===== src/rtl/btn_pkg.sv =====
// Shared types and constants for the five-button conditioner.
// Channel state encoding and board button indices.
package btn_pkg;

  localparam int NUM_BTN    = 5;
  localparam int BTN_CENTER = 0;
  localparam int BTN_TOP    = 1;
  localparam int BTN_BOTTOM = 2;
  localparam int BTN_LEFT   = 3;
  localparam int BTN_RIGHT  = 4;

  typedef enum logic [1:0] {
    RELEASED     = 2'd0,
    PRESS_PEND   = 2'd1,
    PRESSED      = 2'd2,
    RELEASE_PEND = 2'd3
  } btn_state_e;

endpackage


===== src/rtl/btn_debounce_ch.sv =====
// One button channel: two-flop synchroniser, debounce FSM and
// stability counter, producing a level and a single press pulse.
module btn_debounce_ch
  import btn_pkg::*;
#(
  parameter int DEBOUNCE_CYCLES = 1_000_000
) (
  input  logic clk,
  input  logic reset_n,
  input  logic raw,
  output logic level,
  output logic pulse,
  output logic pulse_next
);

  localparam int CW = (DEBOUNCE_CYCLES > 2) ?
                      $clog2(DEBOUNCE_CYCLES) : 1;
  localparam logic [CW-1:0] CNT_LAST = CW'(DEBOUNCE_CYCLES - 1);

  logic          sync1_q, sync2_q;
  btn_state_e    state_q, state_d;
  logic [CW-1:0] cnt_q, cnt_d;
  logic          pulse_q, pulse_d;
  logic          s;

  assign s = sync2_q;

  always_comb begin
    state_d = state_q;
    cnt_d   = '0;
    pulse_d = 1'b0;
    unique case (state_q)
      RELEASED: begin
        if (s) state_d = PRESS_PEND;
      end
      PRESS_PEND: begin
        if (!s) begin
          state_d = RELEASED;
        end else if (cnt_q == CNT_LAST) begin
          state_d = PRESSED;
          pulse_d = 1'b1;
        end else begin
          cnt_d = cnt_q + 1'b1;
        end
      end
      PRESSED: begin
        if (!s) state_d = RELEASE_PEND;
      end
      RELEASE_PEND: begin
        // any high sample abandons the pending release
        if (s) begin
          state_d = PRESSED;
        end else if (cnt_q == CNT_LAST) begin
          state_d = RELEASED;
        end else begin
          cnt_d = cnt_q + 1'b1;
        end
      end
      default: state_d = RELEASED;
    endcase
  end

  always_ff @(posedge clk or negedge reset_n) begin
    if (!reset_n) begin
      sync1_q <= 1'b0;
      sync2_q <= 1'b0;
      state_q <= RELEASED;
      cnt_q   <= '0;
      pulse_q <= 1'b0;
    end else begin
      sync1_q <= raw;
      sync2_q <= sync1_q;
      state_q <= state_d;
      cnt_q   <= cnt_d;
      pulse_q <= pulse_d;
    end
  end

  assign level = (state_q == PRESSED) ||
                 (state_q == RELEASE_PEND);
  assign pulse      = pulse_q;
  assign pulse_next = pulse_d;

endmodule


===== src/rtl/btn_conditioner.sv =====
// Five-channel push-button conditioner: debounced levels, press
// pulses and a combined any-press pulse, all registered.
module btn_conditioner
  import btn_pkg::*;
#(
  parameter int DEBOUNCE_CYCLES = 1_000_000
) (
  input  logic         clk,
  input  logic         reset_n,
  input  logic [4:0]   btn_raw,
  output logic [4:0]   btn_level,
  output logic [4:0]   btn_pulse,
  output logic         any_pulse
);

  logic [NUM_BTN-1:0] pulse_nx;
  logic               any_pulse_q, any_pulse_d;

  for (genvar i = 0; i < NUM_BTN; i++) begin : g_ch
    btn_debounce_ch #(
      .DEBOUNCE_CYCLES(DEBOUNCE_CYCLES)
    ) u_ch (
      .clk        (clk),
      .reset_n    (reset_n),
      .raw        (btn_raw[i]),
      .level      (btn_level[i]),
      .pulse      (btn_pulse[i]),
      .pulse_next (pulse_nx[i])
    );
  end

  // OR the next-state pulses so any_pulse lines up with btn_pulse
  always_comb begin
    any_pulse_d = |pulse_nx;
  end

  always_ff @(posedge clk or negedge reset_n) begin
    if (!reset_n) any_pulse_q <= 1'b0;
    else          any_pulse_q <= any_pulse_d;
  end

  assign any_pulse = any_pulse_q;

endmodule

===== config.mk =====
export PLATFORM = sky130hd
export DESIGN_NAME = btn_conditioner
export DESIGN_NICKNAME = d
export VERILOG_FILES = /design/src/rtl/btn_pkg.sv /design/src/rtl/btn_debounce_ch.sv /design/src/rtl/btn_conditioner.sv
export SDC_FILE = /design/constraint.sdc
export NUM_CORES = 1
export LEC_CHECK = 0
export BUFFER_PORTS_ARGS = -buffer_cell sky130_fd_sc_hd__buf_2
export CAP_MARGIN = 20
export CORE_MARGIN = 4
export CORE_UTILIZATION = 65
export DETAILED_ROUTE_END_ITERATION = 7
export PLACE_DENSITY = 0.84
export SLEW_MARGIN = 40
export SYNTH_ARGS = -nofsm -noshare
export SYNTH_HDL_FRONTEND = slang
export SYNTH_SLANG_ARGS = --single-unit

===== constraint.sdc =====
create_clock -name clk -period 3.15 [get_ports clk]
set_input_delay 0.1575 -clock clk [delete_from_list [all_inputs] [get_ports clk]]
set_output_delay 0.1575 -clock clk [all_outputs]
set_load 0.05 [all_outputs]

==> results.py <==
metrics = {
    "status": {
        "status": "finished clean",
    },
    "critical_path": {
        "cp.required_ns": 3.53,
        "cp-end-kind": "flip-flop",
        "critPathMaxFanout": 19,
        "worstReg2RegStart": "g_ch[1].u_ch.cnt_q[0]",
        "ff2ff_path_depth": 5,
        "worstSetupPathType": "reg2reg",
        "worst_setup_path_start_kind": "flip-flop",
        "reg2reg_slack_ns": 0.88,
        "r2r-end": "g_ch[1].u_ch.cnt_q[10]",
        "cp.arrival_ns": 2.64,
    },
    "finish": {
        "num-nets-final": 633,
        "final_common_cell": "dfrtp_1",
        "final_cell_mix": "dfrtp_1 (126), nor2_1 (83), xnor2_1 (43), nand3_1 (35), nand2_1 (34)",
        "area_growth_pct": 12.4,
        "drive_above_1_share_pct": 11.0,
        "diodes": 0,
    },
    "global_routing": {
        "grt_pass1_vias": 4430,
        "grt_util_met2_pct": 37.4,
        "grt_use_met1_pct": 30.1,
        "grt.overflow.total": 0,
        "top_usage_layer": "met2",
        "grt_first_pass_wirelength_um": 20600,
        "grt_max_degree": 89,
        "use_met3_pct": 6.17,
        "antenna_found_initial": 0,
        "grt_usage_pct": 23.1,
    },
    "sta": {
        "finalHoldViolations": 0,
        "clock_skew_ns": 0.0140,
        "setup_slack_ns": 0.884,
        "slew_headroom_pct": 46.7,
        "period_share_pct": 71.9,
        "rsz0062_at_grt": "false",
        "min_period_ns": 2.27,
        "setup-tns-final_ns": 0,
        "finalMaxSlewViolations": 0,
        "timing.fmax_ghz": 0.441,
        "setup_viol": 0,
        "tightest_slew_ns": 0.798,
    },
    "die": {
        "io_pins": 18,
        "rows": 34,
        "start_util_pct": 68.2,
        "dieHeight_um": 105,
        "die_area_sq_mm": 0.0109,
        "die_w_um": 105,
        "core_sq_mm": 0.00889,
    },
    "clocking": {
        "cts_root_buffer": "clkbuf_8",
        "cts_buffers": 17,
        "cts_buffer_depth": 2,
        "cts.clk_slew.worst_paths_ns": 0.06,
        "cts.htree.levels": 4,
        "cts_tree": "built",
        "cts.sinks": 126,
        "clk_latency_ns": 0.53,
        "cts_resized": 0,
    },
    "route": {
        "drc": 0,
        "drtPass1Iterations": 5,
        "num_vias": 4469,
        "drt_first_iter_violations": 253,
        "wl_per_cell_um": 16.0,
        "wirelength_um": 11900,
        "viasPerCell": 6.02,
        "ant_nets": 0,
    },
    "synth": {
        "synth.distinct_cells": 43,
        "synth_seq_cells": 126,
        "yosysWarnings": 0,
        "synth.cell_area_sq_mm": 0.00606,
        "synth_mux_area_share_pct": 0.929,
        "syn_area_per_cell_sq_um": 10.0,
        "synth_edf_count": 0,
        "synth_compound_gate_area_share_pct": 7.29,
        "yosys.area_share.simple_pct": 24.8,
        "yosys.area_share.xor_xnor_pct": 9.54,
        "synth_cells": 606,
        "async_reset_ff_share_pct": 100,
        "synthAdderAreaFrac_pct": 1.03,
        "ys_seq_area_share_pct": 52.0,
        "synthFlopType": "dfrtp_1",
        "synth_top_family_by_area": "simple AND/OR/NAND/NOR gates",
        "synth_nets": 618,
    },
    "place": {
        "pre_cts_slack_ns": 0.926,
        "place_congestion": 0.841,
        "dp_hpwl_um": 7460,
        "place.port_buffers": 17,
    },
    "power_and_ir_drop": {
        "power_leakage_uw": 0.00270,
        "vdd_drop_max_uv": 557,
        "p_per_area_mw_per_mm2": 540,
    },
    "hold_path": {
        "hold_path_class": "in2async",
    },
    "job": {
        "maxCapViolCount": 0,
    },
}
==> routing by layer <==
metal | up-vias | part of all wire (%) | routed length [um]
met1 | 2180 | 45 | 5340
met5 | - | 0 | 0
li1 | 2174 | - | -
met3 | 24 | 4.0 | 476
met2 | 91 | 49 | 5840
met4 | 0 | 1.8 | 212
==> critical path: stages (launching register included) <==
cell and delay (ns):
dfrtp_1 0.39, ha_1 0.21, nand3_1 0.24, or4_1 0.73, o21bai_4 0.43, nor3_1 0.12
==> cells in the mapped netlist, types with 3 or more instances <==
cell type    n  area [sq um]
a21oi_1     27           135
and3_1       6          37.5
and4_1       4          35.0
buf_2        7          35.0
buf_4       11          82.6
clkbuf_1    14          52.6
dfrtp_1    126          3150
ha_1         5          62.6
inv_1       25          93.8
mux2_2       5          56.3
nand2_1     34           128
nand3_1     35           175
nand3b_1     3          22.5
nand4_1     20           125
nor2_1      83           312
nor3_1      18          90.1
nor4_1      16           100
nor4b_1      8          70.1
o211ai_1     3          22.5
o21ai_0     10          50.1
o31a_1       5          43.8
o31ai_1     16           120
or2_2        3          18.8
or3_1       15          93.8
or4_1       21           158
xnor2_1     43           377
xor2_1      23           201
==> state kept, by name (all words and copies together), names as in the netlist, named ones only <==
| signal | count |
|---|---|
| g_ch.u_ch.state_q | 5 |
| any_pulse | 1 |
| g_ch.u_ch.sync1_q | 5 |
| g_ch.u_ch.pulse | 5 |
| g_ch.u_ch.cnt_q | 100 |
| g_ch.u_ch.s | 5 |
==> power by group <==
part / total [uW] / switching [uW] / internal [uW]
logic: 87.4 / 62.5 / 24.9
registers: 1650 / 13.8 / 1640
clock network: 1940 / 711 / 1230
==> final cells by class <==
class / instances / area, sq um
Tap cell: 108 / 135
Timing Repair Buffer: 28 / 191
Sequential cell: 126 / 3150
Clock buffer: 19 / 432
Fill cell: 581 / 2080
Inverter: 25 / 93.8
Clock inverter: 13 / 164
Multi-Input combinational cell: 423 / 2640
==> what timing repair did <==
item                      in CTS  in global routing
hold endpoints to repair      91                  0
hold buffers                   6                  0
setup buffers                  0                  0
==> kinds of logic after synthesis <==
| family | count (synthesis) |
|---|---|
| AOI/OAI and AO/OA | 68 |
| xor gates and xnor gates | 66 |
| adders and majority gates | 5 |
| buffers and inverters | 57 |
| DFF | 126 |
| muxes | 5 |
| and+or+nand+nor | 279 |
==> worst max-delay path by stage <==
stage | start | end | slack (ns) | cells after the start
after floorplan | g_ch[1].u_ch.cnt_q[0] | flip-flop | 1.11 | 6
after global placement | g_ch[1].u_ch.cnt_q[0] | g_ch[1].u_ch.cnt_q[10] | 1.03 | 5
after detailed placement | g_ch[1].u_ch.cnt_q[0] | g_ch[1].u_ch.cnt_q[10] | 0.93 | 5
after CTS | g_ch[1].u_ch.cnt_q[0] | g_ch[1].u_ch.cnt_q[12] | 0.89 | 5
after global routing | g_ch[1].u_ch.cnt_q[0] | g_ch[1].u_ch.cnt_q[10] | 0.74 | 5
final | g_ch[1].u_ch.cnt_q[0] | g_ch[1].u_ch.cnt_q[10] | 0.88 | 5
==> per-stage QoR <==
step,std cells,util [%],total power [uW],hold WS (ns),area (sq um)
finish,742,76.6,3680,0.246,6810
global placement,704,69.2,1760,0.267,6150
global route,742,76.6,3800,0.279,6810
floorplan,606,-,1710,-0.138,6060
detailed placement,704,69.2,1760,0.262,6150
CTS,742,76.6,3700,0.266,6810
(Power assumes the default switching activity.)
